`src/rtl/data_unpack_gearbox_if.sv`:
```
// Handshake bundle between a word-wide producer and a symbol-wide consumer around the unpack gearbox.
// Latency: none, wires only.
// Backpressure: valid/ready on both sides; the slave modport is the gearbox view.
interface data_unpack_gearbox_if #(
    parameter int IN_W  = 32,
    parameter int OUT_W = 7
);
    localparam int PAD_W = $clog2(OUT_W + 1);

    logic             valid_in;
    logic             ready_out;
    logic [IN_W-1:0]  data_in;
    logic             sop_in;
    logic             eop_in;
    logic             valid_out;
    logic             ready_in;
    logic [OUT_W-1:0] data_out;
    logic             sop_out;
    logic             eop_out;
    logic [PAD_W-1:0] pad_out;
    logic             err_out;

    modport master (
        output valid_in, data_in, sop_in, eop_in, ready_in,
        input  ready_out, valid_out, data_out, sop_out, eop_out, pad_out, err_out
    );

    modport slave (
        input  valid_in, data_in, sop_in, eop_in, ready_in,
        output ready_out, valid_out, data_out, sop_out, eop_out, pad_out, err_out
    );
endinterface

```
`src/rtl/data_unpack_gearbox.sv`:
```
// Unpacks IN_W-bit packet words LSB-first into OUT_W-bit symbols, zero-padding the last symbol of a packet.
// Latency: first symbol is valid the cycle after the sop word is accepted.
// Backpressure: a word is taken only while fewer than OUT_W bits are buffered; symbols hold while ready_in is low.
module data_unpack_gearbox #(
    parameter int IN_W  = 32,
    parameter int OUT_W = 7
) (
    input  logic                  clk,
    input  logic                  rst,
    data_unpack_gearbox_if.slave  bus
);
    localparam int BUF_W  = IN_W + OUT_W - 1;
    localparam int FILL_W = $clog2(BUF_W + 1);
    localparam int PAD_W  = $clog2(OUT_W + 1);

    localparam logic [FILL_W-1:0] OUT_F = FILL_W'(OUT_W);
    localparam logic [FILL_W-1:0] IN_F  = FILL_W'(IN_W);

    if (OUT_W < 1 || OUT_W > IN_W) begin : g_cfg_err
        $error("data_unpack_gearbox: OUT_W must be in 1..IN_W");
    end

    typedef enum logic [1:0] {
        S_IDLE,
        S_PKT,
        S_DRAIN
    } state_t;

    state_t             state, state_n;
    logic [BUF_W-1:0]   buffer, buffer_n;
    logic [FILL_W-1:0]  fill, fill_n;
    logic               sop_flag, sop_flag_n;
    logic               err, err_n;

    logic               eop_pending;
    logic               have_sym;
    logic               last_sym;
    logic               short_sym;
    logic               rdy;
    logic               vld;
    logic               in_fire;
    logic               out_fire;
    logic [FILL_W-1:0]  gap;

    assign eop_pending = (state == S_DRAIN);
    assign have_sym    = (fill >= OUT_F) || (eop_pending && (fill != '0));
    assign last_sym    = eop_pending && (fill <= OUT_F);
    assign short_sym   = eop_pending && (fill < OUT_F);

    // Ready and valid are mutually exclusive: ready needs fill < OUT_W outside DRAIN,
    // valid needs fill >= OUT_W or DRAIN.
    assign rdy      = !rst && !eop_pending && (fill < OUT_F);
    assign vld      = !rst && have_sym;
    assign in_fire  = bus.valid_in && rdy;
    assign out_fire = vld && bus.ready_in;
    assign gap      = OUT_F - fill;

    always_ff @(posedge clk) begin
        if (rst) begin
            state    <= S_IDLE;
            buffer   <= '0;
            fill     <= '0;
            sop_flag <= 1'b0;
            err      <= 1'b0;
        end else begin
            state    <= state_n;
            buffer   <= buffer_n;
            fill     <= fill_n;
            sop_flag <= sop_flag_n;
            err      <= err_n;
        end
    end

    always_comb begin
        state_n    = state;
        buffer_n   = buffer;
        fill_n     = fill;
        sop_flag_n = sop_flag;
        err_n      = err;

        if (in_fire) begin
            unique case (state)
                S_IDLE: begin
                    if (bus.sop_in) begin
                        buffer_n   = BUF_W'(bus.data_in);
                        fill_n     = IN_F;
                        sop_flag_n = 1'b1;
                        state_n    = bus.eop_in ? S_DRAIN : S_PKT;
                    end else begin
                        err_n = 1'b1;
                    end
                end
                S_PKT: begin
                    if (bus.sop_in) begin
                        // A new sop restarts at bit 0; residual bits of the open packet are dropped.
                        err_n      = 1'b1;
                        buffer_n   = BUF_W'(bus.data_in);
                        fill_n     = IN_F;
                        sop_flag_n = 1'b1;
                    end else begin
                        buffer_n = buffer | (BUF_W'(bus.data_in) << fill);
                        fill_n   = fill + IN_F;
                    end
                    if (bus.eop_in) begin
                        state_n = S_DRAIN;
                    end
                end
                default: begin
                    state_n = state;
                end
            endcase
        end else if (out_fire) begin
            buffer_n   = buffer >> OUT_W;
            fill_n     = (fill > OUT_F) ? (fill - OUT_F) : '0;
            sop_flag_n = 1'b0;
            if (eop_pending && (fill <= OUT_F)) begin
                state_n = S_IDLE;
            end
        end
    end

    assign bus.ready_out = rdy;
    assign bus.valid_out = vld;
    assign bus.data_out  = rst ? '0 : buffer[OUT_W-1:0];
    assign bus.sop_out   = vld && sop_flag;
    assign bus.eop_out   = vld && last_sym;
    assign bus.pad_out   = (vld && short_sym) ? PAD_W'(gap) : '0;
    assign bus.err_out   = err;
endmodule

```
`src/flat_wrapper.sv`:
```
// flat-port wrapper written by rule: the top's interface ports become plain ports
module data_unpack_gearbox_flat 
#(
    parameter int IN_W  = 32,
    parameter int OUT_W = 7
)
  (clk, rst, bus_valid_in, bus_data_in, bus_sop_in, bus_eop_in, bus_ready_in, bus_ready_out, bus_valid_out, bus_data_out, bus_sop_out, bus_eop_out, bus_pad_out, bus_err_out);
  data_unpack_gearbox_if #(.IN_W(IN_W), .OUT_W(OUT_W)) bus_i ();
  input  logic clk;
  input  logic rst;
  input wire logic [$bits(bus_i.valid_in)-1:0] bus_valid_in;
  input wire logic [$bits(bus_i.data_in)-1:0] bus_data_in;
  input wire logic [$bits(bus_i.sop_in)-1:0] bus_sop_in;
  input wire logic [$bits(bus_i.eop_in)-1:0] bus_eop_in;
  input wire logic [$bits(bus_i.ready_in)-1:0] bus_ready_in;
  output wire logic [$bits(bus_i.ready_out)-1:0] bus_ready_out;
  output wire logic [$bits(bus_i.valid_out)-1:0] bus_valid_out;
  output wire logic [$bits(bus_i.data_out)-1:0] bus_data_out;
  output wire logic [$bits(bus_i.sop_out)-1:0] bus_sop_out;
  output wire logic [$bits(bus_i.eop_out)-1:0] bus_eop_out;
  output wire logic [$bits(bus_i.pad_out)-1:0] bus_pad_out;
  output wire logic [$bits(bus_i.err_out)-1:0] bus_err_out;
  assign bus_i.valid_in = bus_valid_in;
  assign bus_i.data_in = bus_data_in;
  assign bus_i.sop_in = bus_sop_in;
  assign bus_i.eop_in = bus_eop_in;
  assign bus_i.ready_in = bus_ready_in;
  assign bus_ready_out = bus_i.ready_out;
  assign bus_valid_out = bus_i.valid_out;
  assign bus_data_out = bus_i.data_out;
  assign bus_sop_out = bus_i.sop_out;
  assign bus_eop_out = bus_i.eop_out;
  assign bus_pad_out = bus_i.pad_out;
  assign bus_err_out = bus_i.err_out;
  data_unpack_gearbox #(.IN_W(IN_W), .OUT_W(OUT_W)) u_core (.clk(clk), .rst(rst), .bus(bus_i));
endmodule
```
`config.mk`:
```
export PLATFORM = sky130hd
export DESIGN_NAME = data_unpack_gearbox_flat
export DESIGN_NICKNAME = d
export VERILOG_FILES = /design/src/rtl/data_unpack_gearbox_if.sv /design/src/rtl/data_unpack_gearbox.sv /design/src/flat_wrapper.sv
export SDC_FILE = /design/constraint.sdc
export NUM_CORES = 1
export LEC_CHECK = 0
export CAP_MARGIN = 15
export CORE_MARGIN = 2
export CORE_UTILIZATION = 50
export CTS_CLUSTER_DIAMETER = 120
export CTS_CLUSTER_SIZE = 12
export DETAILED_ROUTE_END_ITERATION = 6
export PLACE_DENSITY = 0.79
export SLEW_MARGIN = 20
export SYNTH_ARGS = -nofsm -noshare
export SYNTH_HDL_FRONTEND = slang
export SYNTH_SLANG_ARGS = --single-unit
```
`constraint.sdc`:
```
create_clock -name clk -period 6.38 [get_ports clk]
set_input_delay 0.957 -clock clk [delete_from_list [all_inputs] [get_ports clk]]
set_output_delay 0.957 -clock clk [all_outputs]
set_load 0.05 [all_outputs]
```
After elaboration in Yosys (flattened, before gate mapping):

Cells that the tools add are included.
Widths: inputs -> output; s select.

* $lt $le $gt $ge: 4
* equal/unequal tests: 9
* bitwise gates (word level): 1
* reduce and logical (&&, ||, !) cells: 24
* div/mod/pow operators: 0
* multiplexer cells: 26
* add/sub/neg operators: 3
* shift operators: 1
* multiply operators: 0

Operators with widths (count)
* $mux 38: 4
* $pmux 38 s2: 1
* $or 38x38->38: 1
* $shl 32x6->38: 1
* $mux 6: 5
* $mux 2: 6
* $pmux 6 s2: 1
* $logic_and 1x1->1: 11
* $ne 3x3->1 const B: 3
* $ne 2x2->1 const B: 4
* $mux 7: 1
* $add 6x6->6 const B: 1
* $ge 6x3->1 const B: 1
* $gt 6x3->1 const B: 1
* $le 6x3->1 const B: 1
* $lt 6x3->1 const B: 1
* $reduce_and 3->1: 2
* $reduce_bool 2->1: 3
* $reduce_bool 6->1: 1
* $sub 6x3->6 const B: 1
* $mux 1: 5
* $reduce_and 5->1: 1
* $pmux 2 s2: 1
* $reduce_and 4->1: 1
* 9 further kinds: 10

* input bits: 38
* output and inout bits: 15
* latch bits: 0
* memories: 0
* ROM bits: 0
* bits in registers: 48
* memory bits (writable): 0
* logic and storage cells: 73

Longest topological paths before layout:

* depth after elaboration: 7
* depth in mapped cells: 13

Least setup slack after synthesis:

OpenSTA, ideal clock, no wires.

* kind: reg2out
* start: reg u_core.fill[0]
* end: out bus_eop_out
* data arrival time: 3516 ps
* cell stages (with the launch flop): 11
* path slack: 1907 ps
* data required time: 5423 ps
* cell sequence: dfxtp_1 -> buf_4 -> buf_8 -> buf_6 -> clkinv_1 -> buf_6 -> ha_1 -> nor3b_1 -> o211ai_1 -> and2_1 -> nor3b_1

* longest elaborated chain between the ends: 5
* elaborated cells between the ends (all ways): 8
* those cells by class: 2 x order compare; 6 x reduce/logical

Ends and longest elaborated chain
* start: declaration: RTL line data_unpack_gearbox.sv:31 `logic [FILL_W-1:0] fill, fill_n;`
* start signal: assignment: RTL line data_unpack_gearbox.sv:68 `fill <= fill_n;`
* branches (longest 2 deep; another with $ge 6x3->1)
* $logic_or 1x1->1 (*): RTL line data_unpack_gearbox.sv:46 `assign have_sym = (fill >= OUT_F) || (eop_pending && (fill != '0));`
* $logic_and 1x1->1 (*): RTL line data_unpack_gearbox.sv:53 `assign vld = !rst && have_sym;`
* named net bus_valid_out: RTL line flat_wrapper.sv:17 `output wire logic [$bits(bus_i.valid_out)-1:0] bus_valid_out;`
* $logic_and 1x1->1 (*): RTL line data_unpack_gearbox.sv:126 `assign bus.eop_out = vld && last_sym;`
* end: declaration: RTL line flat_wrapper.sv:20 `output wire logic [$bits(bus_i.eop_out)-1:0] bus_eop_out;`

Mark *: on every way through the listed nets, which the timed path passes.

Worst setup path in the final report:

* start: reg u_core.fill[0]
* end: out bus_eop_out

* longest elaborated chain between the ends: 5
* elaborated cells between the ends (all ways): 8
* those cells by class: 2 x order compare; 6 x reduce/logical

Ends and longest elaborated chain (RTL line)
* branches (longest 4 deep; another with $ge 6x3->1)
* $logic_and 1x1->1 (*): data_unpack_gearbox.sv:126

Mark *: on every way between the ends.

==> flow_summary.yaml <==
run_status:
  outcome: "finished clean"
drt:
  ant_nets: 0
  avgRoutedWirePerCell_um: 24.3
  drtPass1Iterations: 5
  via_count: 4608
  drc: 0
  viasPerCell: 7.38
  drt-initial-drc-count: 473
  routed_wl_um: 15200
sta:
  period_needed_ns: 4.44
  max_slew_margin_pct: 30.1
  rsz0062_at_grt: "false"
  finalHoldViolCount: 0
  clock_skew_ns: 0.0176
  fmax_mhz: 225
  min_period_over_period_pct: 69.6
  worstMarginPinSlew_ns: 1.04
  tns_ns: 0
  maxSlewViolCount: 0
  finalSetupViolCount: 0
critical_path:
  reg2reg_from: "u_core.fill[0]$_SDFFE_PP0P_"
  crit_type: "register to output pin"
  crit_path_end_kind: "output pin"
  reg2regPathDepth: 8
  cp_max_fo: 16
  crit_top_cell: "nor3b_1"
  crit_chain: "clkinv_1, ha_1, nor3b_1, o211ai_1, and2_1, nor3b_1, clkdlybuf4s50_1"
  crit_path_start_kind: "register"
  r2r_slack_ns: 2.79
  crit_arrival_ns: 3.48
  r2r-end: "u_core.buffer[11]$_SDFFE_PP0P_"
  cpPeakStageDelay_ns: 0.83
  critPathSlowestCell: "clkdlybuf4s50_1"
  cp_data_required_time_ns: 5.42
synthesis:
  netlist_instances: 496
  synth_warnings: 0
  yosysUniqueCellTypes: 64
  yosys.area.top_type_share_pct: 21.0
  ys_ff_latch: 48
  synth_async_sr_flop_share_pct: 0
  netlist_area_sq_um: 4570
  synth.avg_cell_area_sq_um: 9.21
  synth_area_leaders: "dfxtp_1 (21%), mux4_2 (17%), mux2i_1 (5.7%)"
  synth_edf_count: 0
  synth_seq_area_share_pct: 21.0
  synth_largest_area_cell: "dfxtp_1"
  ys.flop_type: "dfxtp_1"
  syn_nets: 536
cts:
  ctsResizeCount: 0
  insertion_delay_ns: 0.32
  postCtsSetupBuffers: 0
  cts.sinks: 48
  cts_tree: "yes"
  cts.htree.levels: 2
  clk_root_buffer_cell: "clkbuf_8"
  clockBufferDepth: 2
  clk_pin_slew_ns: 0.09
  hold_buffers: 0
  cts_buffers: 5
min_path:
  whs_endpoint: "u_core.buffer[20]$_SDFFE_PP0P_"
  holdCritPathClass: "register to register"
  hold_path_depth: 1
  worstHoldStart: "u_core.buffer[20]$_SDFFE_PP0P_"
placement:
  port_buffers: 52
  place.gp.congestion: 0.945
  dpl-instance-area_sq_um: 4990
  dp_hpwl_um: 10500
floorplanning:
  fp.dieW_um: 99.6
  die-area_sq_um: 9920
  boundaryPins: 53
  core_sq_um: 8810
  die_h_um: 99.6
  rows: 34
  start_util_pct: 51.9
global_routing:
  grt_use_total_pct: 31.0
  antenna_found_initial: 0
  grt_pass1_vias: 4250
  grt.overflow.total: 0
  grt_pass1_wl_um: 24100
  grt_max_degree: 60
final_layout:
  fin_nets: 555
  final_cell_mix: "clkdlybuf4s50_1 (52), dfxtp_1 (46), nor2_1 (42)"
  drive_gt1_share_pct: 14.7
  final_area_sq_um: 5080
  fillers: 803
  layout_commonest_cell: "clkdlybuf4s50_1"
  syn_to_final_growth_pct: 11.2
  diodes: 0
run:
  cap_violations: 0
pwr:
  irDropWorstVdd_mv: 0.133
  power.leakage_uw: 0.00171
  p_per_area_nw_per_um2: 207
per-stage QoR:
step                      hold slack, ns  utilization (%)  worst slack, ns  power (uW)  instances
after floorplan                    0.421                -             1.91         714        496
after global placement             0.433             56.6             2.28         847        616
after detailed placement           0.437             56.6             2.22         852        616
after CTS                          0.459             57.6             2.05        1030        624
after global routing               0.467             57.7             1.79        1100        624
final                              0.460             57.7             1.94        1050        624
critical path: cells and delay by family (launching register included):
| kind | cells | cell delay [ns] |
|---|---|---|
| buffers and inverters | 2 | 1.37 |
| adder cells (fa/ha/maj) | 1 | 0.46 |
| flip-flops | 1 | 0.33 |
| AND/OR/NAND/NOR | 3 | 0.55 |
| AO/OA/AOI/OAI | 1 | 0.46 |
metal layers:
layer / track usage, % / share of wire, %
met1: 44.7 / 41
met2: 45.4 / 45
met3: 5.41 / 9.8
met4: 14.0 / 4.2
met5: 0 / 0
worst max path at each step:
stage                                           start        endpoint  slack (ns)
after floorplan           u_core.fill[0]$_SDFFE_PP0P_     bus_eop_out        1.91
final                     u_core.fill[0]$_SDFFE_PP0P_     bus_eop_out        1.94
after CTS                 u_core.fill[0]$_SDFFE_PP0P_     bus_eop_out        2.05
after global routing      u_core.fill[0]$_SDFFE_PP0P_     bus_eop_out        1.79
after detailed placement                          rst  bus_pad_out[1]        2.22
after global placement                            rst  bus_pad_out[1]        2.28
Yosys cell counts (3+ instances only):
cell and instances:
nor2b_1 18, a21oi_1 22, a22oi_1 6, o21ai_0 20, mux2_2 13, mux4_2 34
o211ai_1 6, a211oi_1 11, buf_6 4, nor2_1 42, nor3b_1 4, and3_1 5
a31oi_1 12, o31ai_1 3, a2111oi_0 3, nor3_1 10, nand2b_1 4, o2bb2ai_1 15
o22ai_1 5, inv_1 8, nand2_1 34, a221o_1 8, a221oi_1 6, o2111ai_1 3
mux4_1 6, a21o_1 7, nand4_1 5, o32ai_1 3, nand3_1 15, buf_4 12
buf_2 17, mux2i_1 26, and2_1 5, clkbuf_1 14, dfxtp_1 48
where the power goes:
group          internal (uW)  switching, uW  total (uW)
logic                    194            304         498
clock network           76.7            110         187
registers                340           26.0         366
total                    611            441        1050
area by class of cell:
class	instances	area [sq um]	share of cell area (%)
inverter	9	33.8	0.665
sequential	48	963	19.0
tap	108	135	2.66
clock inverter	3	18.8	0.369
multi-input combinational	390	3270	64.4
clock buffer	5	68.8	1.35
timing repair buffer	61	588	11.6
flip-flops by register name, summed over array words and instances (netlist names):
name,flops
u_core.buffer,38
u_core.bus.err_out,1
u_core.fill,6
u_core.sop_flag,1
u_core.state,2
kinds of logic (layout without fill, tap and decap cells):
logic type               Yosys count  after routing  synth area share (%)
XOR/XNOR                           1              1                 0.192
buffers and inverters             58             78                  7.48
multiplexers                      79             79                  29.1
adder cells (fa/ha/maj)            2              2                 0.548
AO/OA/AOI/OAI                    156            156                  25.2
flip-flops                        48             48                  21.0
AND/OR/NAND/NOR                  152            152                  16.5
Power figures use the tool's default switching activity.
==> edit: new RTL, same settings <==
Encoding of `state_t`: now one-hot (3 bits for 3 states).
--- a/src/rtl/data_unpack_gearbox.sv
+++ b/src/rtl/data_unpack_gearbox.sv
@@ -22,6 +22,6 @@
 
-    typedef enum logic [1:0] {
-        S_IDLE,
-        S_PKT,
-        S_DRAIN
+    typedef enum logic [2:0] {
+        S_IDLE  = 3'b001,
+        S_PKT   = 3'b010,
+        S_DRAIN = 3'b100
     } state_t;
Check against the original RTL: same outputs for any inputs over 10 cycles, from zero or initial values and one cycle with rst high; not proved beyond that.
==> edit against the original RTL <==
Synthesized area grew 9.6%. Sequential cell count grew 1. Setup slack improved by 83 ps. Final area grew 9.9%. Power grew 23%. Critical path depth did not move. Routed wire length increased by 9.7%. Clock skew down 6.7 ps. Largest cell class unchanged.
==> edit: results (changes against the original RTL) <==
layout cells sized above 1 17.3% (was 14.7%); Non-clock buffers 62 (was 61); Final min period 4360 ps (was 4440 ps); Placed Cells 686 (was 616); vias in the first global route 4823 (was 4250); leakage power 1.74 nW (was 1.71 nW); syn avg cell area 9.14 um2 (was 9.21 um2); Filler Cell Count 881 (was 803); drt total wl 16700 um (was 15200 um); pre-CTS setup slack 2340 ps (was 2220 ps); DRT met1 WL 6450 um (was 6260 um); R2R depth 7 (was 8); final core utilization 57.4% (was 57.7%); met1 Resource Use GR 41.9% (was 44.7%); met3 wire len 2120 um (was 1480 um); aggregate global-route resource usage 30.7% (was 31.0%); GRT met3 Usage 6.70% (was 5.41%); RD Place Congestion 1.16 (was 0.945); initial DRC count 641 (was 473); hold wc startpoint u_core.buffer[31] (was u_core.buffer[20]); maximum VDD drop 0.127 mV (was 0.133 mV); Setup Skew 10.9 ps (was 17.6 ps); first-pass GRT wire length 26800 um (was 24100 um); Cell Area, Placed 0.00546 mm2 (was 0.00499 mm2); peak fanout along the critical path 69 (was 16); Clock buffer cells 7 (was 5); distinct cell type count after synthesis 69 (was 64); GR Layer Usage met2 47.4% (was 45.4%); met2 wirelength from detailed routing 7360 um (was 6820 um); Yosys reg bits 49 (was 48); Slew @ Worst Pin 1180 ps (was 1040 ps); fin cells 695 (was 624); Seq area share 17.7% (was 19.0%); vias per inst 7.36 (was 7.38); synthesized net count 588 (was 536); die area 0.0108 mm2 (was 0.00992 mm2); run status finished, final reports clean (unchanged); Setup crit start u_core.fill[1] (was u_core.fill[0]); hold endpoint u_core.buffer[31] (was u_core.buffer[20]); largest net degree at the start of global routing 70 (was 60); Layout Nets 601 (was 555); DPL Wire Length 11600 um (was 10500 um); sequential element share of the synthesized area 19.6% (was 21.0%); comb_multi_in 434 (was 390); r2r endpoint u_core.buffer[21] (was u_core.buffer[11]); multi-input combinational area share 65.9% (was 64.4%)
edit: cell types whose count changed after synthesis, sizes merged, moves of 6 or more:
cell / delta
nand3: +8
o21ai: +9
a22oi: -6
buf: +9
mux2i: +11
o2bb2ai: -7
edit: logic make-up after synthesis:
family / synth area share (%)
AOI/OAI and AO/OA: 23.5
xor gates and xnor gates: 0.175
adders and majority gates: 0.500
buffers and inverters: 7.09
DFF: 19.6
muxes: 31.2
and+or+nand+nor: 17.9
edit: where the power goes:
part / internal (W) / total, W / leakage (nW) / switching [W]
Clock: 0.000128 / 0.000235 / 0.0585 / 0.000107
Sequential: 0.000347 / 0.000373 / 0.400 / 0.0000257
Combinational: 0.000270 / 0.000690 / 1.28 / 0.000421
edit: critical path: stages (launching register included):
cell and delay [ps]:
dfxtp_4 990, inv_1 330, ha_1 280, or3b_1 230
a221oi_4 120, nor2_1 170, and3_1 170, clkdlybuf4s50_1 790
